$ cat src/rtl/spi_shift_engine_pkg.sv
// Shared types and bit-order helpers for the SPI shift engine.
package spi_pkg;

  localparam int unsigned SPI_MAX_W     = 64;
  localparam int unsigned SPI_MAX_IDX_W = $clog2(SPI_MAX_W);

  typedef enum logic [0:0] {
    IDLE  = 1'b0,
    SHIFT = 1'b1
  } spi_state_e;

  typedef struct packed {
    logic cpha;
    logic lsb_first;
  } spi_mode_t;

  // Word position of the idx-th bit on the wire for the given bit order.
  function automatic int unsigned bit_pos(input int unsigned idx, input int unsigned width,
                                          input logic lsb_first);
    return lsb_first ? idx : (width - 1 - idx);
  endfunction

  function automatic logic bit_sel(input logic [SPI_MAX_W-1:0] word, input int unsigned idx,
                                   input int unsigned width, input logic lsb_first);
    return word[SPI_MAX_IDX_W'(bit_pos(idx, width, lsb_first))];
  endfunction

endpackage

$ cat src/rtl/spi_shift_engine_if.sv
// TX holding-buffer handshake and RX word delivery between controller and shift engine.
interface spi_shift_engine_if #(
  parameter int unsigned DATA_W = 8
);
  logic [DATA_W-1:0] tx_data;
  logic              tx_valid;
  logic              tx_ready;
  logic [DATA_W-1:0] rx_data;
  logic              rx_valid;

  modport master (output tx_data, tx_valid, input tx_ready, rx_data, rx_valid);
  modport slave  (input tx_data, tx_valid, output tx_ready, rx_data, rx_valid);
endinterface

$ cat src/rtl/spi_shift_engine.sv
// Full-duplex SPI shift engine: DATA_W frames, CPHA 0/1, MSB/LSB-first, one-entry TX buffer.
// SCLK edges arrive as single-cycle lead/trail strobes on the system clock.
module spi_shift_engine
  import spi_pkg::*;
#(
  parameter int unsigned DATA_W    = 8,
  parameter logic        IDLE_MOSI = 1'b0
) (
  input  logic                clk,
  input  logic                rst,
  spi_shift_engine_if.slave   bus,
  input  logic                lsb_first,
  input  logic                cpha,
  input  logic                lead_stb,
  input  logic                trail_stb,
  input  logic                miso,
  output logic                mosi,
  output logic                busy
);

  localparam int unsigned CNT_W = $clog2(DATA_W + 1);
  localparam int unsigned IDX_W = $clog2(DATA_W);
  localparam logic [0:0]  ST_IDLE  = IDLE;
  localparam logic [0:0]  ST_SHIFT = SHIFT;

  logic [0:0]        r_state,     w_state_nxt;
  logic [DATA_W-1:0] r_buf,       w_buf_nxt;
  logic              r_buf_full,  w_buf_full_nxt;
  logic [DATA_W-1:0] r_tx_shift,  w_tx_shift_nxt;
  logic [DATA_W-1:0] r_rx_shift,  w_rx_shift_nxt;
  logic [CNT_W-1:0]  r_cnt,       w_cnt_nxt;
  spi_mode_t         r_mode,      w_mode_nxt;
  logic              r_busy,      w_busy_nxt;
  logic              r_mosi,      w_mosi_nxt;
  logic [DATA_W-1:0] r_rx_data,   w_rx_data_nxt;
  logic              r_rx_valid,  w_rx_valid_nxt;

  logic w_lead, w_trail, w_sample, w_drive, w_end, w_load;

  // Colliding strobes are both dropped.
  assign w_lead   = lead_stb & ~trail_stb;
  assign w_trail  = trail_stb & ~lead_stb;
  assign w_sample = r_mode.cpha ? w_trail : w_lead;
  assign w_drive  = r_mode.cpha ? w_lead  : w_trail;

  always_comb begin
    w_state_nxt    = r_state;
    w_buf_nxt      = r_buf;
    w_buf_full_nxt = r_buf_full;
    w_tx_shift_nxt = r_tx_shift;
    w_rx_shift_nxt = r_rx_shift;
    w_cnt_nxt      = r_cnt;
    w_mode_nxt     = r_mode;
    w_busy_nxt     = r_busy;
    w_mosi_nxt     = r_mosi;
    w_rx_data_nxt  = r_rx_data;
    w_rx_valid_nxt = 1'b0;
    w_end          = 1'b0;
    w_load         = 1'b0;

    if (bus.tx_valid && !r_buf_full) begin
      w_buf_nxt      = bus.tx_data;
      w_buf_full_nxt = 1'b1;
    end

    case (r_state)
      ST_IDLE: begin
        if (r_buf_full) w_load = 1'b1;
      end
      ST_SHIFT: begin
        if (w_sample) begin
          w_rx_shift_nxt[IDX_W'(bit_pos(32'(r_cnt), DATA_W, r_mode.lsb_first))] = miso;
          w_cnt_nxt = r_cnt + CNT_W'(1);
          if (r_mode.cpha && (w_cnt_nxt == CNT_W'(DATA_W))) w_end = 1'b1;
        end else if (w_drive) begin
          if (r_cnt == CNT_W'(DATA_W)) begin
            w_end = ~r_mode.cpha;
          end else begin
            w_mosi_nxt = bit_sel(SPI_MAX_W'(r_tx_shift), 32'(r_cnt), DATA_W, r_mode.lsb_first);
          end
        end
        if (w_end) begin
          w_rx_data_nxt  = w_rx_shift_nxt;
          w_rx_valid_nxt = 1'b1;
          if (r_buf_full) begin
            w_load = 1'b1;
          end else begin
            w_state_nxt = ST_IDLE;
            w_busy_nxt  = 1'b0;
            w_mosi_nxt  = IDLE_MOSI;
          end
        end
      end
      default: w_state_nxt = ST_IDLE;
    endcase

    // Frame load, shared by the IDLE start and the back-to-back reload.
    if (w_load) begin
      w_state_nxt    = ST_SHIFT;
      w_tx_shift_nxt = r_buf;
      w_buf_full_nxt = 1'b0;
      w_mode_nxt     = '{cpha: cpha, lsb_first: lsb_first};
      w_cnt_nxt      = '0;
      w_busy_nxt     = 1'b1;
      w_rx_shift_nxt = '0;
      if (!cpha) w_mosi_nxt = bit_sel(SPI_MAX_W'(r_buf), 32'd0, DATA_W, lsb_first);
    end
  end

  always_ff @(posedge clk or posedge rst) begin
    if (rst) begin
      r_state    <= ST_IDLE;
      r_buf      <= '0;
      r_buf_full <= 1'b0;
      r_tx_shift <= '0;
      r_rx_shift <= '0;
      r_cnt      <= '0;
      r_mode     <= '0;
      r_busy     <= 1'b0;
      r_mosi     <= IDLE_MOSI;
      r_rx_data  <= '0;
      r_rx_valid <= 1'b0;
    end else begin
      r_state    <= w_state_nxt;
      r_buf      <= w_buf_nxt;
      r_buf_full <= w_buf_full_nxt;
      r_tx_shift <= w_tx_shift_nxt;
      r_rx_shift <= w_rx_shift_nxt;
      r_cnt      <= w_cnt_nxt;
      r_mode     <= w_mode_nxt;
      r_busy     <= w_busy_nxt;
      r_mosi     <= w_mosi_nxt;
      r_rx_data  <= w_rx_data_nxt;
      r_rx_valid <= w_rx_valid_nxt;
    end
  end

  assign bus.tx_ready = ~r_buf_full;
  assign bus.rx_data  = r_rx_data;
  assign bus.rx_valid = r_rx_valid;
  assign mosi         = r_mosi;
  assign busy         = r_busy;

  a_strobe_collision: assert property (@(posedge clk) disable iff (rst) !(lead_stb && trail_stb))
    else $warning("spi_shift_engine: lead_stb and trail_stb in the same cycle, both ignored");

endmodule

$ cat src/flat_wrapper.sv
// flat-port wrapper written by rule: the top's interface ports become plain ports
module spi_shift_engine_flat import spi_pkg::*;
#(
  parameter int unsigned DATA_W    = 8,
  parameter logic        IDLE_MOSI = 1'b0
)
  (clk, rst, lsb_first, cpha, lead_stb, trail_stb, miso, mosi, busy, bus_tx_data, bus_tx_valid, bus_tx_ready, bus_rx_data, bus_rx_valid);
  spi_shift_engine_if #(.DATA_W(DATA_W)) bus_i ();
  input  logic clk;
  input  logic rst;
  input  logic lsb_first;
  input  logic cpha;
  input  logic lead_stb;
  input  logic trail_stb;
  input  logic miso;
  output logic mosi;
  output logic busy;
  input wire logic [$bits(bus_i.tx_data)-1:0] bus_tx_data;
  input wire logic [$bits(bus_i.tx_valid)-1:0] bus_tx_valid;
  output wire logic [$bits(bus_i.tx_ready)-1:0] bus_tx_ready;
  output wire logic [$bits(bus_i.rx_data)-1:0] bus_rx_data;
  output wire logic [$bits(bus_i.rx_valid)-1:0] bus_rx_valid;
  assign bus_i.tx_data = bus_tx_data;
  assign bus_i.tx_valid = bus_tx_valid;
  assign bus_tx_ready = bus_i.tx_ready;
  assign bus_rx_data = bus_i.rx_data;
  assign bus_rx_valid = bus_i.rx_valid;
  spi_shift_engine #(.DATA_W(DATA_W), .IDLE_MOSI(IDLE_MOSI)) u_core (.clk(clk), .rst(rst), .bus(bus_i), .lsb_first(lsb_first), .cpha(cpha), .lead_stb(lead_stb), .trail_stb(trail_stb), .miso(miso), .mosi(mosi), .busy(busy));
endmodule
$ cat config.mk
export PLATFORM = sky130hd
export DESIGN_NAME = spi_shift_engine_flat
export DESIGN_NICKNAME = d
export VERILOG_FILES = /design/src/rtl/spi_shift_engine_pkg.sv /design/src/rtl/spi_shift_engine_if.sv /design/src/rtl/spi_shift_engine.sv /design/src/flat_wrapper.sv
export SDC_FILE = /design/constraint.sdc
export NUM_CORES = 1
export LEC_CHECK = 0
export BUFFER_PORTS_ARGS = -buffer_cell sky130_fd_sc_hd__buf_2
export CELL_PAD_IN_SITES_DETAIL_PLACEMENT = 1
export CELL_PAD_IN_SITES_GLOBAL_PLACEMENT = 1
export CORE_ASPECT_RATIO = 0.75
export CORE_MARGIN = 5
export CORE_UTILIZATION = 50
export CTS_CLUSTER_DIAMETER = 100
export DETAILED_ROUTE_END_ITERATION = 6
export PLACE_DENSITY_LB_ADDON = 0.3
export REMOVE_ABC_BUFFERS = 1
export SETUP_SLACK_MARGIN = 0.15
export SYNTH_ARGS = -nofsm -noshare
export SYNTH_HDL_FRONTEND = slang
export SYNTH_SLANG_ARGS = --single-unit
$ cat constraint.sdc
create_clock -name clk -period 4.1 [get_ports clk]
set_clock_uncertainty 0.2 [all_clocks]
set_input_delay 0.82 -clock clk [delete_from_list [all_inputs] [get_ports clk]]
set_output_delay 0.82 -clock clk [all_outputs]
set_load 0.01 [all_outputs]
# After elaboration in Yosys (flattened, before gate mapping)
# Cells that the tools add are included.
dict set report word_totals {
  ff_bits 43
  wordCells 83
}
dict set report classes {
  n_addsub 2
  order_cmp 4
  n_eq_ne 3
  mux 44
  n_bitwise 7
  reduce_logical 11
}
# operator count
set ops {}
lappend ops {{$mux W1} 31}
lappend ops {{$mux W8} 3}
lappend ops {{$lt A6 B7 Y1 const B} 2}
lappend ops {{$bmux W1 S6} 2}
lappend ops {{$mux W4} 3}
lappend ops {{$bwmux W8} 1}
lappend ops {{$eq A4 B4 Y1 const B} 2}
lappend ops {{$reduce_bool A2 Y1} 4}
lappend ops {{$mux W6} 1}
lappend ops {{$not A1 Y1} 5}
lappend ops {{$sub A3 B4 Y5 const A} 1}
lappend ops {{$add A4 B1 Y4 const B} 1}
lappend ops {{$lt A3 B4 Y1 const B} 1}
lappend ops {{$reduce_and A2 Y1} 2}
lappend ops {{$demux W1 S3} 1}
lappend ops {{$ge A3 B1 Y1 const B} 1}
lappend ops {{$logic_and A1 B1 Y1} 3}
lappend ops {{$mux W3} 1}
lappend ops {{$reduce_and A3 Y1} 1}
lappend ops {{$and A1 B1 Y1} 2}
lappend ops {{$ne A2 B2 Y1 const B} 1}
lappend ops {{$pmux W1 S2} 1}
lappend ops {{$logic_not A1 Y1} 1}

# Logic depth before layout (Yosys ltp)
dict set report logic_depth {
  word_depth 12
  ltp_mapped 8
  ltp_nobuf 7
}

# Least setup slack after synthesis
# OpenSTA, ideal clock, no wires.
dict set report synth_timing {
  kind {input to register}
  from {input port lead_stb}
  to {register u_core.r_mode[1] in the netlist's numbering}
  setup_time_ns 0.127
  t_arrival_ns 2.101
  slack_ns 1.671
  cell_stages 5
  n_path_buf 1
  cell_sequence {and2b_1 -> nand4_4 -> o311ai_4 -> buf_6 -> mux2_1}
}
dict set report synth_via {
  elab_chain_cells 8
  word_cells_on_any_way 10
  classes_between {7 x mux; 3 x bitwise}
}
# element line_no
set synth_lines {}
lappend synth_lines {{start: declaration} flat_wrapper.sv:13} ;# input logic lead_stb;
lappend synth_lines {{$not A1 Y1} spi_shift_engine.sv:42} ;# assign w_trail = trail_stb & ~lead_stb;
lappend synth_lines {{$and A1 B1 Y1} spi_shift_engine.sv:42}
lappend synth_lines {{$mux W1} spi_shift_engine.sv:44} ;# assign w_drive = r_mode.cpha ? w_lead : w_trail;
lappend synth_lines {{$mux W1} spi_shift_engine.sv:75} ;# end else if (w_drive) begin
lappend synth_lines {{$mux W1 (*)} spi_shift_engine.sv:71} ;# if (w_sample) begin
lappend synth_lines {{$mux W1 (*)} spi_shift_engine.sv:66} ;# case (r_state)
lappend synth_lines {{$mux W1 (*)} spi_shift_engine.sv:82} ;# if (w_end) begin
lappend synth_lines {{$pmux W1 S2 (*)} spi_shift_engine.sv:66}
lappend synth_lines {{end signal: assignment} spi_shift_engine.sv:130} ;# r_mode <= w_mode_nxt;
lappend synth_lines {{end: declaration} spi_shift_engine.sv:32} ;# spi_mode_t r_mode, w_mode_nxt;
# Mark *: on every way between the ends. The rest lies on a longest branch, timed or not. The select of a mux whose other input is x is not followed.
# A chain may end at the register's enable or synchronous reset.

# Worst setup path after layout
dict set report layout_timing {
  from {register u_core.r_cnt[1]}
  to {register u_core.r_rx_shift[7]}
}
dict set report layout_via {
  elab_chain_cells 10
  word_cells_on_any_way 23
  classes_between {2 x add/sub; 2 x order compare; 2 x eq/ne; 14 x mux; 3 x reduce/logical}
}
# element line_no
set layout_lines {}
lappend layout_lines {{start: declaration} spi_shift_engine.sv:31} ;# logic [CNT_W-1:0] r_cnt, w_cnt_nxt;
lappend layout_lines {{start signal: assignment} spi_shift_engine.sv:129} ;# r_cnt <= w_cnt_nxt;
lappend layout_lines {{$sub A3 B4 Y5} spi_shift_engine_pkg.sv:20} ;# return lsb_first ? idx : (width - 1 - idx);
lappend layout_lines {{$mux W6} spi_shift_engine_pkg.sv:20}
lappend layout_lines {{$lt A3 B4 Y1 (implied by the code) / $ge A3 B1 Y1 (equally long branches)} spi_shift_engine.sv:72} ;# w_rx_shift_nxt[IDX_W'(bit_pos(32'(r_cnt), DATA_W, r_mode.lsb_first))] = miso;
lappend layout_lines {{$logic_and A1 B1 Y1 (implied by the code)} spi_shift_engine.sv:72}
lappend layout_lines {{$mux W1 (implied by the code)} spi_shift_engine.sv:72}
lappend layout_lines {{$demux W1 S3} --}
lappend layout_lines {{$bwmux W8} spi_shift_engine.sv:72}
lappend layout_lines {{$mux W8} spi_shift_engine.sv:71}
lappend layout_lines {{$mux W8} spi_shift_engine.sv:66}
lappend layout_lines {{$mux W8} spi_shift_engine.sv:98} ;# if (w_load) begin
lappend layout_lines {{end signal: assignment} spi_shift_engine.sv:128} ;# r_rx_shift <= w_rx_shift_nxt;
lappend layout_lines {{end: declaration} spi_shift_engine.sv:30} ;# logic [DATA_W-1:0] r_rx_shift, w_rx_shift_nxt;
# Several ways; a longest one is shown, not always the timed one. The select of a mux whose other input is x is not followed.

==> run metrics <==
kind of critical path=register to register; Req. time, crit path=4.14 ns; Ys Warns=0; RSZ-0062 raised after global routing=false; FF-to-FF path depth=7; WP data arrival=3.00 ns; Post-DP HPWL=4750 um; Routed Antenna Nets=0; synthesized-area fraction occupied by adder cells=1.41%; hold path depth=1; Die Footprint=6910 um^2; All-Layer GR Usage=21.4%; simple-gate share of the synthesized area=13.6%; drt first pass iters=4; Cells after Synth=236; Setup WS post-layout=1.14 ns; Tightest Pin Transition=0.907 ns; # setup viols final=0; Placement Setup Slack=1.20 ns; Clock Latency Late Sink=0.30 ns; Synth Cell Area=2670 um^2; Starting Density=50.6%; first-pass GRT wire length=11200 um; Inst Count DP=324; Top FF cell, synth=dfrtp_1; final RePlAce weighted congestion=0.822; Root Driver=clkbuf_8; CTS sink count=43; top cells by count, synth=43 x dfrtp_1, 21 x nor2_1, 15 x mux2_2; Clock Path Buffers=2; Critical Path Sink Type=register; Register-to-Register Setup Slack=1.14 ns; DR vias=2001; core box area=5270 um^2; ys async rst share=100%; Rows=23; crit path time final=2.96 ns; EDFF count, synth=0; vias per cell=6.03; initial antenna violation count=0; Synth Area per Inst=11.3 um^2; register area share after synthesis=40.4%; final slew viol count=0; Netlist cell types=66; Ports=28; Startpoint Class=register; chip height=73.2 um; PwrDens=681 nW/um^2; fin crit share=72.2%; area leader, netlist=dfrtp_1; nets@finish=275; count leader, synth=dfrtp_1; CP Max Fanout=19; largest net degree at the start of global routing=44; first-iteration detailed-routing DRC count=109; total leakage power=1.29 nW; total global routing overflow=0; H-tree Lvls=2; final wirelength=6620 um; clock-pin slew on the worst setup and hold paths=0.08 ns; final hold vios=0; Synth top area share=40.4%; Crit Reg-Reg Endpoint=u_core.r_rx_shift[7]; end point of the worst hold path=u_core.bus.rx_data[4]; Die Wd=94.3 um; Final TNS setup=0 ns; number of global-route vias before repair=2078; worst IR drop on VDD=0.333 mV; port buffer count=27; Synth Area in Compound Gates=22.5%; Hold WC Path Type=register to register; outcome=finished clean; slew margin rel.=39.4%; Wirelength per Cell=19.9 um; share of cells above drive strength 1=33.5%; post_cts resized=0; largest family of logic cells by synthesized area=compound AO/OA/AOI/OAI gates; CTS tree=built; hold buffer count at CTS=0; RR Startpoint=u_core.r_cnt[1]; DRC=0; Area contributors post-synth=dfrtp_1 40%, mux2_2 6.3%, mux4_2 4.2%; Final Non-Filler Cells=332; fill count=584; Inserted Diodes=0; postcts setup bufs=0; CTS buffer count=5; Hold Crit Start=u_core.bus.rx_data[4]; post-synthesis xor/xnor area fraction=3.57%; multiplexer share of the synthesized area=13.8%; max-cap check violation count=0; Max Clock Freq=338 MHz; Syn-to-layout area delta=8.21%; flops & latches, synth=43
[worst max path at each step]
stage                     from                    to  depth (start not counted)
2_1_floorplan         lead_stb      u_core.r_mode[0]                          4
3_3_place_gp          lead_stb  u_core.r_tx_shift[1]                          5
3_5_place_dp   u_core.r_cnt[1]  u_core.r_rx_shift[7]                          7
4_1_cts        u_core.r_cnt[1]  u_core.r_rx_shift[7]                          7
5_1_grt        u_core.r_cnt[1]  u_core.r_rx_shift[7]                          7
6_report       u_core.r_cnt[1]  u_core.r_rx_shift[7]                          7
[critical path: stages (launching register included)]
cell and delay, ns:
dfrtp_1 0.74, clkinv_1 0.43, ha_1 0.30, and3b_1 0.21, nand2_1 0.13, o211ai_2 0.27, a2111oi_0 0.47, a31o_1 0.15
[stage by stage]
step	power (mW)	hold WS (ns)	utilization [%]	area, um^2
after CTS	1.97	0.294	54.8	2890
after detailed placement	1.69	0.272	53.2	2800
after floorplan	1.44	0.260	-	2570
after global placement	1.65	0.271	53.2	2800
after global routing	2.11	0.323	54.8	2890
final	1.97	0.287	54.8	2890
[sequential cells by signal (all words and copies together), names as in the netlist, 2 cells and up]
register	flops
u_core.r_buf	8
u_core.r_mode	2
u_core.r_rx_shift	8
u_core.r_cnt	4
u_core.bus.rx_data	8
u_core.r_tx_shift	8
[where the power goes]
part           internal [mW]  switching [mW]  total (mW)
sequential             0.586           0.251       0.837
combinational          0.416           0.444       0.861
clock                  0.120           0.148       0.268
[metal layers]
| layer | share of wire [%] | routed length, um | GRT usage, % | vias to the layer above |
|---|---|---|---|---|
| li1 | - | - | - | 926 |
| met1 | 50 | 3320 | 31.6 | 1030 |
| met2 | 46 | 3040 | 32.7 | 38 |
| met3 | 3.0 | 202 | 3.71 | 7 |
| met4 | 0.89 | 59 | 5.45 | 0 |
| met5 | 0 | 0 | 0 | - |
[layout by cell type, fill, tap and decap left out, types with 4 or more instances in the layout]
cell | synthesis | final
clkbuf_8 | 0 | 5
a21oi_1 | 4 | 4
mux4_2 | 5 | 5
nor2_1 | 21 | 21
a211oi_1 | 8 | 8
o21ai_0 | 5 | 5
dfrtp_1 | 43 | 43
inv_1 | 7 | 6
a31oi_1 | 4 | 4
o211ai_1 | 4 | 4
mux2_1 | 6 | 6
nand2_1 | 12 | 12
a21o_1 | 5 | 5
mux2_2 | 15 | 15
o221ai_1 | 4 | 4
buf_2 | 6 | 27
or2_2 | 4 | 4
[cell type report]
type | instances | area, um^2 | area share (%)
tap | 75 | 93.8 | 3.25
clock inverter | 1 | 5.00 | 0.173
sequential | 43 | 1080 | 37.3
multi-input combinational | 170 | 1470 | 50.8
timing repair buffer | 27 | 135 | 4.68
clock buffer | 7 | 76.3 | 2.65
inverter | 9 | 33.8 | 1.17
[cell families (layout without fill, tap and decap cells)]
kind of cell	after synthesis	in the layout
and+or+nand+nor	64	64
buffers and inverters	23	44
adders and majority gates	3	3
xor gates and xnor gates	7	7
AOI/OAI and AO/OA	68	68
DFF	43	43
muxes	28	28
Power figures use the tool's default switching activity.
